==> src/rtl/line_window_if.sv <==
// Pixel-stream, line-cache and column-output bundle for line_window_ctrl.
//   slave  : controller side (takes pixels and cache read data, drives cache control and columns)
//   master : environment side (pixel source, the two external caches, the column consumer)
// Signals:
//   pix_valid/pix_data/frame_start     raster pixel stream, no back-pressure
//   cache_we/cache_wadx/cache_wdata    write port shared by both caches, per-cache enable
//   cache_radx                         read address shared by both caches
//   cache0_rdata/cache1_rdata          cache read data, one cycle after cache_radx
//   out_valid/out_top/out_mid/out_bot  aligned vertical 3-pixel column
//   out_x/out_y/out_eof                coordinates of out_bot, end-of-frame marker
interface line_window_if;
    logic        pix_valid;
    logic [7:0]  pix_data;
    logic        frame_start;
    logic [1:0]  cache_we;
    logic [9:0]  cache_wadx;
    logic [7:0]  cache_wdata;
    logic [9:0]  cache_radx;
    logic [7:0]  cache0_rdata;
    logic [7:0]  cache1_rdata;
    logic        out_valid;
    logic [7:0]  out_top;
    logic [7:0]  out_mid;
    logic [7:0]  out_bot;
    logic [9:0]  out_x;
    logic [8:0]  out_y;
    logic        out_eof;

    modport slave (
        input  pix_valid, pix_data, frame_start, cache0_rdata, cache1_rdata,
        output cache_we, cache_wadx, cache_wdata, cache_radx,
        output out_valid, out_top, out_mid, out_bot, out_x, out_y, out_eof
    );

    modport master (
        output pix_valid, pix_data, frame_start, cache0_rdata, cache1_rdata,
        input  cache_we, cache_wadx, cache_wdata, cache_radx,
        input  out_valid, out_top, out_mid, out_bot, out_x, out_y, out_eof
    );
endinterface

==> src/rtl/line_window_ctrl.sv <==
// Sequencer for two external line caches used as a rotating pair of row
// buffers. Each accepted pixel is written into the cache holding row y-2
// while both caches are read at the same column, producing an aligned
// (y-2, y-1, y) column one cycle later.
// Ports:
//   clk    system clock, all logic on posedge
//   reset  synchronous, active-high
//   bus    line_window_if.slave: pixel stream in, cache control out,
//          cache read data in, column out
// cache_we/cache_wadx/cache_radx/cache_wdata are combinational from the
// accepted pixel; out_top/out_mid pass the cache read data through a mux
// in the output cycle, all other outputs come straight from registers.
module line_window_ctrl #(
    parameter int unsigned WIDTH  = 640,
    parameter int unsigned HEIGHT = 480
) (
    input  logic         clk,
    input  logic         reset,
    line_window_if.slave bus
);

    localparam int unsigned XW = 10;
    localparam int unsigned YW = 9;
    localparam int unsigned DW = 8;
    localparam logic [XW-1:0] X_LAST = XW'(WIDTH - 1);
    localparam logic [YW-1:0] Y_LAST = YW'(HEIGHT - 1);

    // position counters and row-select; cache[sel_q] holds row y-2
    logic [XW-1:0] x_q, x_d;
    logic [YW-1:0] y_q, y_d;
    logic          sel_q, sel_d;

    // cache address/data, held while the stream stalls
    logic [XW-1:0] adx_q, adx_d;
    logic [DW-1:0] wdata_q, wdata_d;

    // output stage: registered effective coordinates of the emitted pixel
    logic          vld_q;
    logic [XW-1:0] ox_q;
    logic [YW-1:0] oy_q;
    logic          osel_q;
    logic [DW-1:0] obot_q;
    logic          eof_q;
    logic [DW-1:0] top_hold_q;
    logic [DW-1:0] mid_hold_q;

    logic          accept_c;
    logic [XW-1:0] eff_x_c;
    logic [YW-1:0] eff_y_c;
    logic          eff_sel_c;
    logic [DW-1:0] top_c;
    logic [DW-1:0] mid_c;

    // frame_start overrides the counters for the pixel it qualifies
    always_comb begin
        accept_c  = bus.pix_valid && !reset;
        eff_x_c   = bus.frame_start ? '0   : x_q;
        eff_y_c   = bus.frame_start ? '0   : y_q;
        eff_sel_c = bus.frame_start ? 1'b0 : sel_q;
    end

    // next position, row rotation and held cache address/data
    always_comb begin
        x_d     = x_q;
        y_d     = y_q;
        sel_d   = sel_q;
        adx_d   = adx_q;
        wdata_d = wdata_q;
        if (accept_c) begin
            adx_d   = eff_x_c;
            wdata_d = bus.pix_data;
            if (eff_x_c == X_LAST) begin
                // end of row: the oldest-row cache becomes the newest
                x_d   = '0;
                sel_d = ~eff_sel_c;
                y_d   = (eff_y_c == Y_LAST) ? '0 : eff_y_c + YW'(1);
            end else begin
                x_d   = eff_x_c + XW'(1);
                y_d   = eff_y_c;
                sel_d = eff_sel_c;
            end
        end
    end

    // cache control is driven in the acceptance cycle
    always_comb begin
        bus.cache_we    = 2'b00;
        bus.cache_wadx  = adx_d;
        bus.cache_radx  = adx_d;
        bus.cache_wdata = wdata_d;
        if (accept_c) begin
            bus.cache_we = eff_sel_c ? 2'b10 : 2'b01;
        end
    end

    // position and cache-port state
    always_ff @(posedge clk) begin
        if (reset) begin
            x_q     <= '0;
            y_q     <= '0;
            sel_q   <= 1'b0;
            adx_q   <= '0;
            wdata_q <= '0;
        end else begin
            x_q     <= x_d;
            y_q     <= y_d;
            sel_q   <= sel_d;
            adx_q   <= adx_d;
            wdata_q <= wdata_d;
        end
    end

    // cache read data lands in the output cycle; rows above the frame read as 0
    always_comb begin
        top_c = '0;
        mid_c = '0;
        if (oy_q >= YW'(2)) begin
            top_c = osel_q ? bus.cache1_rdata : bus.cache0_rdata;
        end
        if (oy_q >= YW'(1)) begin
            mid_c = osel_q ? bus.cache0_rdata : bus.cache1_rdata;
        end
    end

    // output stage; top/mid are captured so they hold once the read data moves on
    always_ff @(posedge clk) begin
        if (reset) begin
            vld_q      <= 1'b0;
            ox_q       <= '0;
            oy_q       <= '0;
            osel_q     <= 1'b0;
            obot_q     <= '0;
            eof_q      <= 1'b0;
            top_hold_q <= '0;
            mid_hold_q <= '0;
        end else begin
            vld_q <= accept_c;
            eof_q <= accept_c && (eff_x_c == X_LAST) && (eff_y_c == Y_LAST);
            if (accept_c) begin
                ox_q   <= eff_x_c;
                oy_q   <= eff_y_c;
                osel_q <= eff_sel_c;
                obot_q <= bus.pix_data;
            end
            if (vld_q) begin
                top_hold_q <= top_c;
                mid_hold_q <= mid_c;
            end
        end
    end

    always_comb begin
        bus.out_valid = vld_q;
        bus.out_x     = ox_q;
        bus.out_y     = oy_q;
        bus.out_bot   = obot_q;
        bus.out_eof   = eof_q;
        bus.out_top   = vld_q ? top_c : top_hold_q;
        bus.out_mid   = vld_q ? mid_c : mid_hold_q;
    end

    // both caches must never be written in the same cycle
    a_we_onehot: assert property (@(posedge clk) disable iff (reset) bus.cache_we != 2'b11);

endmodule

==> src/flat_wrapper.sv <==
// flat-port wrapper written by rule: the top's interface ports become plain ports
module line_window_ctrl_flat 
#(
    parameter int unsigned WIDTH  = 640,
    parameter int unsigned HEIGHT = 480
)
  (clk, reset, bus_pix_valid, bus_pix_data, bus_frame_start, bus_cache0_rdata, bus_cache1_rdata, bus_cache_we, bus_cache_wadx, bus_cache_wdata, bus_cache_radx, bus_out_valid, bus_out_top, bus_out_mid, bus_out_bot, bus_out_x, bus_out_y, bus_out_eof);
  line_window_if bus_i ();
  input  logic clk;
  input  logic reset;
  input wire logic [$bits(bus_i.pix_valid)-1:0] bus_pix_valid;
  input wire logic [$bits(bus_i.pix_data)-1:0] bus_pix_data;
  input wire logic [$bits(bus_i.frame_start)-1:0] bus_frame_start;
  input wire logic [$bits(bus_i.cache0_rdata)-1:0] bus_cache0_rdata;
  input wire logic [$bits(bus_i.cache1_rdata)-1:0] bus_cache1_rdata;
  output wire logic [$bits(bus_i.cache_we)-1:0] bus_cache_we;
  output wire logic [$bits(bus_i.cache_wadx)-1:0] bus_cache_wadx;
  output wire logic [$bits(bus_i.cache_wdata)-1:0] bus_cache_wdata;
  output wire logic [$bits(bus_i.cache_radx)-1:0] bus_cache_radx;
  output wire logic [$bits(bus_i.out_valid)-1:0] bus_out_valid;
  output wire logic [$bits(bus_i.out_top)-1:0] bus_out_top;
  output wire logic [$bits(bus_i.out_mid)-1:0] bus_out_mid;
  output wire logic [$bits(bus_i.out_bot)-1:0] bus_out_bot;
  output wire logic [$bits(bus_i.out_x)-1:0] bus_out_x;
  output wire logic [$bits(bus_i.out_y)-1:0] bus_out_y;
  output wire logic [$bits(bus_i.out_eof)-1:0] bus_out_eof;
  assign bus_i.pix_valid = bus_pix_valid;
  assign bus_i.pix_data = bus_pix_data;
  assign bus_i.frame_start = bus_frame_start;
  assign bus_i.cache0_rdata = bus_cache0_rdata;
  assign bus_i.cache1_rdata = bus_cache1_rdata;
  assign bus_cache_we = bus_i.cache_we;
  assign bus_cache_wadx = bus_i.cache_wadx;
  assign bus_cache_wdata = bus_i.cache_wdata;
  assign bus_cache_radx = bus_i.cache_radx;
  assign bus_out_valid = bus_i.out_valid;
  assign bus_out_top = bus_i.out_top;
  assign bus_out_mid = bus_i.out_mid;
  assign bus_out_bot = bus_i.out_bot;
  assign bus_out_x = bus_i.out_x;
  assign bus_out_y = bus_i.out_y;
  assign bus_out_eof = bus_i.out_eof;
  line_window_ctrl #(.WIDTH(WIDTH), .HEIGHT(HEIGHT)) u_core (.clk(clk), .reset(reset), .bus(bus_i));
endmodule
==> config.mk <==
export PLATFORM = sky130hd
export DESIGN_NAME = line_window_ctrl_flat
export DESIGN_NICKNAME = d
export VERILOG_FILES = /design/src/rtl/line_window_if.sv /design/src/rtl/line_window_ctrl.sv /design/src/flat_wrapper.sv
export SDC_FILE = /design/constraint.sdc
export NUM_CORES = 1
export LEC_CHECK = 0
export CORE_UTILIZATION = 54
export CTS_BUF_LIST = sky130_fd_sc_hd__clkbuf_8
export CTS_CLUSTER_SIZE = 28
export DETAILED_ROUTE_END_ITERATION = 8
export PLACE_DENSITY = 0.95
export SYNTH_ARGS = -nofsm -noshare
export SYNTH_HDL_FRONTEND = slang
export SYNTH_SLANG_ARGS = --single-unit
==> constraint.sdc <==
create_clock -name clk -period 3.9 [get_ports clk]
set_input_delay 0.585 -clock clk [delete_from_list [all_inputs] [get_ports clk]]
set_output_delay 0.585 -clock clk [all_outputs]
set_load 0.02 [all_outputs]
==> results of run 1 <==
-- flip-flops by register name, summed over array words and instances, names as in the netlist, 9 cells and up --
name and count:
u_core.bus.out_x 10, u_core.y_q 9, u_core.bus.out_y 9, u_core.adx_q 10
u_core.x_q 10
-- power by group --
part / total, W / switching, W / internal [W] / leakage [nW]
logic: 0.000153 / 0.0000831 / 0.0000697 / 1.08
clock network: 0.000637 / 0.000290 / 0.000347 / 0.102
registers: 0.000876 / 0.00000846 / 0.000868 / 0.680
-- synth_stat cells (all sizes together) --
library cell / instances
dfxtp: 84
nand2: 63
mux2i: 32
and2: 28
nor2: 27
a21oi: 25
inv: 24
o21ai: 22
clkbuf: 21
buf: 19
o22ai: 17
nand2b: 12
nand4: 9
nor2b: 8
or2: 8
or4: 7
nand3: 6
a21o: 4
a31oi: 4
nor3: 4
a2111oi: 2
a22oi: 2
a32o: 2
and4: 2
and4b: 2
ha: 2
nand3b: 2
o2bb2ai: 2
o31ai: 2
or3: 2
a2111o: 1
a211oi: 1
a41oi: 1
and3: 1
nand4b: 1
nor3b: 1
nor4: 1
o211ai: 1
o21a: 1
o31a: 1
or4b: 1
xor2: 1
-- per-stage QoR --
step                utilization, %  setup WS (ps)  total power (W)
finish                        73.6            590          0.00167
floorplan                        -           1370         0.000974
CTS                           73.6            579          0.00167
detailed placement            70.8            585          0.00105
global route                  73.6            488          0.00172
global placement              70.8            593          0.00104
-- cells by family (layout without fill, tap and decap cells) --
group | Yosys count | count (layout) | synth area share (%)
buffers and inverters | 64 | 146 | 7.46
xor gates and xnor gates | 1 | 1 | 0.228
and+or+nand+nor | 185 | 185 | 25.2
AOI/OAI and AO/OA | 88 | 88 | 14.3
muxes | 32 | 32 | 8.34
DFF | 84 | 84 | 43.8
adders and majority gates | 2 | 2 | 0.652
-- layer usage --
metal | vias to the layer above | wire length [µm] | track usage (%)
met2 | 117 | 4980 | 45.9
met3 | 18 | 574 | 5.81
met1 | 1661 | 3990 | 32.0
met5 | - | 0 | 0
li1 | 1707 | - | -
met4 | 0 | 146 | 9.85
-- how the worst max path moves through the flow --
stage	startpoint	end	slack (ps)	depth (start not counted)
3_5_place_dp	bus_frame_start	bus_cache_radx[2]	590	5
3_3_place_gp	bus_frame_start	bus_cache_radx[2]	590	5
5_1_grt	bus_frame_start	bus_cache_radx[2]	490	5
4_1_cts	bus_frame_start	bus_cache_radx[2]	580	5
2_1_floorplan	bus_frame_start	u_core.y_q[7]	1370	9
6_report	bus_frame_start	bus_cache_radx[2]	590	5
-- area by class of cell --
| class | instances | area [µm²] | share of cell area [%] |
|---|---|---|---|
| inverter | 24 | 90.1 | 1.79 |
| clock buffer | 9 | 124 | 2.46 |
| tap | 96 | 120 | 2.39 |
| sequential | 84 | 1680 | 33.4 |
| timing repair buffer | 109 | 1070 | 21.3 |
| clock inverter | 4 | 68.8 | 1.37 |
| multi-input combinational | 308 | 1870 | 37.2 |
-- worst max-delay path, cell delays in order --
cell and delay [ps]:
clkdlybuf4s50_1 650, buf_4 320, nand2b_1 220, o21ai_0 270
clkdlybuf4s50_1 660
==> metrics.txt, run 1 <==
count of cell types in the netlist 47; Area contributors post-synth dfxtp_1 44%, mux2i_1 8.3%, nand2_1 6.2%; Non-Filler Instances 634; yosys warns 0; worst reg2reg path endpoint u_core.y_q[5]; post-place instance area 0.00484 mm²; Core Area between 0.006 and 0.007 mm²; Worst Path Required ~3300 ps; critical path class primary input to output pin; Global Route Usage Sum 26.4%; Worst Tran Pin Value 959 ps; clock root buffer clkbuf_8; power density cells 331 mW/mm²; worst reg2reg path startpoint u_core.x_q[1]; total grt overflow 0; hold_ws 460 ps; Post-Syn Instances 456; fin crit share 84.9%; CTS H-tree depth 3; drt total wl about 9700 µm; Hold Crit Class flip-flop to flip-flop; #FFs+latches synth 84; Worst VDD drop 0.257 mV; Clock Sinks 84; largest net degree at the start of global routing 47; TritonRoute pass-1 iters 5; Pins Over Slew Limit 0; worst hold path startpoint u_core.bus.out_x[5]; Max Root-Sink Buffers 2; share of cells above drive strength 1 5.95%; Layout Nets 566; Diodes inserted 0; Setup Skew approximately 7.2 ps; WL/cell around 15 µm; Final Hold Fails 0; outcome finished clean; area grow syn2layout 31.0%; R2R setup slack approximately 1600 ps; cell area after synthesis 0.00384 mm²; clk_lat worst skew between 300 and 400 ps; DRC 0; routed vias between 3k and 4k; Critical Path AT 2720 ps; final setup fails 0; max-cap violation count 0; first-pass GRT wire length 15,400 µm; worst hold endpoint u_core.bus.out_x[5]; RSZ-0062 raised after global routing no; Row Count 30; cts repair resizes 0; fmax 0.302 GHz; initial DRC count 228; Ports 103; port bufs 102; Worst Reg2Reg Path Length in Cells 7; cell area after layout 0.00503 mm²; syn_nets between 400 and 500; CTS buffer count 9; syn avg cell area between 8 and 9 µm²; Initial Util 56.2%; initial antenna violation count 0; Leak Pwr 1.86 nW; hold_buf cts 0; most common cell after layout, fill and taps aside clkdlybuf4s50_1; GP Congestion 0.871; vias in the first global route 3,301; most frequent cells in the layout 102 x clkdlybuf4s50_1, 84 x dfxtp_1, 63 x nand2_1, 32 x mux2i_1, 28 x and2_1; area share of the largest cell type after synthesis between 40% and 50%; Worst-path clk slew 70 ps; CTS tree built; crit path time final 3310 ps; die area 0.00745 mm²; Critical Path Fanout Max 20; Startpoint Class primary input; WHS Path Cells 2; post-CTS setup repair buffer count 0; die height about 86 µm; DP Wirelength 6680 µm; setup tns final 0 ps; Routed Antenna Nets 0; Rel. slew slack 36.0%; Yosys top cell by area dfxtp_1; vias per std cell 5.53; CP Capture Type output pin; Cell Count Post-Placement 621; Fillers 519; Seq/Total Area, Yosys 43.8%; Die X around 86 µm
No activity file was read; power rests on OpenSTA's default activity.
==> run 2: changes to the inputs <==
--- a/config.mk
+++ b/config.mk
@@ -5,11 +5,11 @@
 export SDC_FILE = /design/constraint.sdc
 export NUM_CORES = 1
 export LEC_CHECK = 0
-export CORE_UTILIZATION = 54
+export CORE_UTILIZATION = 45
 export CTS_BUF_LIST = sky130_fd_sc_hd__clkbuf_8
 export CTS_CLUSTER_SIZE = 28
 export DETAILED_ROUTE_END_ITERATION = 8
-export PLACE_DENSITY = 0.95
+export PLACE_DENSITY = 0.89
 export SYNTH_ARGS = -nofsm -noshare
 export SYNTH_HDL_FRONTEND = slang
 export SYNTH_SLANG_ARGS = --single-unit
==> constraint.sdc (replaced) <==
create_clock -name clk -period 2.7 [get_ports clk]
set_input_delay 0.405 -clock clk [delete_from_list [all_inputs] [get_ports clk]]
set_output_delay 0.405 -clock clk [all_outputs]
set_load 0.02 [all_outputs]
==> run 2 against run 1 <==
  * Via count up 1.0%
  * Critical path type unchanged
  * Routed wire length increased by 1.5%
  * Worst setup slack lost 520 ps
  * Worst hold slack lost 1.3 ps
  * Sequential power rose by 44%
  * Largest cell class unchanged
==> metrics.txt, run 2 (synthesis results as in run 1) <==
outcome finished clean; die area 0.00890 mm²; Row Count 33; Power Total 0.00238 W; hold_buf cts 0; CTS buffer count 9; DRC 0; final setup fails 0; Pins Over Slew Limit 0; setup tns final 0 ps; largest net degree at the start of global routing 47; Initial Util 46.7%; Critical Path Fanout Max 14; Worst Path Required roughly 2300 ps; critical path class primary input to output pin; total grt overflow 0; post-place instance area 0.00500 mm²; Layout Nets 588; Worst Tran Pin Value 512 ps; initial DRC count 152; DP Wirelength 7040 µm; CTS H-tree depth 3; Worst VDD drop between 0.2 and 0.3 mV; CP Capture Type output pin; port bufs 102; worst hold path startpoint u_core.osel_q; most frequent cells in the layout 85 x clkdlybuf4s50_1, 84 x dfxtp_1, 63 x nand2_1, 32 x mux2i_1; die height 94.4 µm; worst reg2reg path endpoint u_core.y_q[7]; worst reg2reg path startpoint u_core.y_q[0]; area grow syn2layout 36.0%; routed vias 3,539; max incr delay on CP 680 ps; hold_ws between 400 and 500 ps; CP Cell Sequence clkdlybuf4s50_1 -> buf_4 -> nand2b_1 -> o21ai_0 -> clkdlybuf4s50_1; power density cells 455 mW/mm²; Core Area 0.00822 mm²; Diodes inserted 0; crit path time final 2630 ps; vias per std cell 5.31; Critical Path AT 2220 ps; Die X 94.4 µm; GP Congestion between 0.9 and 1; Startpoint Class primary input; TritonRoute pass-1 iters 5; WHS Path Cells 1; RSZ-0062 raised after global routing no; initial antenna violation count 0; vias in the first global route 3,404; R2R setup slack 600 ps; Clock Sinks 84; Rel. slew slack 65.7%; Final Hold Fails 0; Setup Skew 7.25 ps; max-cap violation count 0; fin crit share 97.4%; Worst Reg2Reg Path Length in Cells 6; clock root buffer clkbuf_8; Hold Crit Class flip-flop to flip-flop; Global Route Usage Sum 23.2%; cell area after layout 0.00522 mm²; Worst-path clk slew 80 ps; CP dominant cell by count clkdlybuf4s50_1; fmax 0.380 GHz; CTS tree built; Routed Antenna Nets 0; share of cells above drive strength 1 10.3%; first-pass GRT wire length 16,000 µm; WL/cell 14.7 µm; Leak Pwr 2.10 nW; final core occ a little under two thirds; Ports 103; worst hold endpoint u_core.osel_q; most common cell after layout, fill and taps aside clkdlybuf4s50_1; Max Root-Sink Buffers 2; drt total wl 9830 µm; clk_lat worst skew ~350 ps; Crit-path slowest cell clkdlybuf4s50_1
[run 2: changes by cell type in the layout (fill, tap and decap cells not counted), moves of 2 or more]
| cell | before | now |
|---|---|---|
| clkinvlp_4 | 0 | 2 |
| buf_4 | 7 | 28 |
| o21ai_0 | 21 | 17 |
| dlymetal6s2s_1 | 0 | 4 |
| clkdlybuf4s50_1 | 102 | 85 |
| o21ai_1 | 0 | 4 |
| dlygate4sd2_1 | 0 | 13 |
[run 2: layout make-up]
| class | count | area [µm²] |
|---|---|---|
| clock inverters | 5 | 53.8 |
| fillers | 708 | 3000 |
| multi-input cells | 308 | 1880 |
| clock buffers | 10 | 138 |
| inverters | 24 | 90.1 |
| well taps | 105 | 131 |
| flip-flops and latches | 84 | 1680 |
| repair buffers | 131 | 1240 |
[run 2: power by group]
group / leakage (nW) / internal (W) / switching, W
registers: 0.680 / 0.00125 / 0.00000800
logic: 1.33 / 0.000113 / 0.000126
clock network: 0.0956 / 0.000443 / 0.000435
[run 2: worst max-delay path by stage]
stage | slack, ps | startpoint | end
floorplan | 350 | bus_frame_start | u_core.y_q[7]
global placement | 20 | bus_frame_start | bus_cache_radx[2]
detailed placement | 1 | bus_frame_start | u_core.y_q[7]
CTS | 0.2 | u_core.bus.out_y[4] | bus_out_top[7]
global route | 0.4 | reset | bus_cache_wadx[0]
finish | 70 | bus_frame_start | bus_cache_radx[4]
[run 2: timing repair]
action	CTS	global route
pin swaps	0	1
setup buffers	0	3
resized for setup	16	8
endpoints found under the setup margin	18	20
[run 2: metrics by stage]
step	cells	worst slack (ps)
detailed placement	649	1.26
floorplan	456	353
CTS	664	0.204
finish	667	70.8
global route	667	0.355
global placement	649	23.1
[run 2: metal layers]
metal	GRT usage [%]	up-vias	part of all wire, %	wire length, µm
li1	-	1748	-	-
met1	28.9	1665	44	4290
met2	38.4	116	49	4800
met3	4.91	10	6.2	613
met4	10.4	0	1.3	127
met5	0	-	0	0
[run 2: critical path, delay by kind of cell]
family / cells / cell delay, ps
compound gates: 1 / 270
buf+inv: 3 / 1390
simple gates: 1 / 170
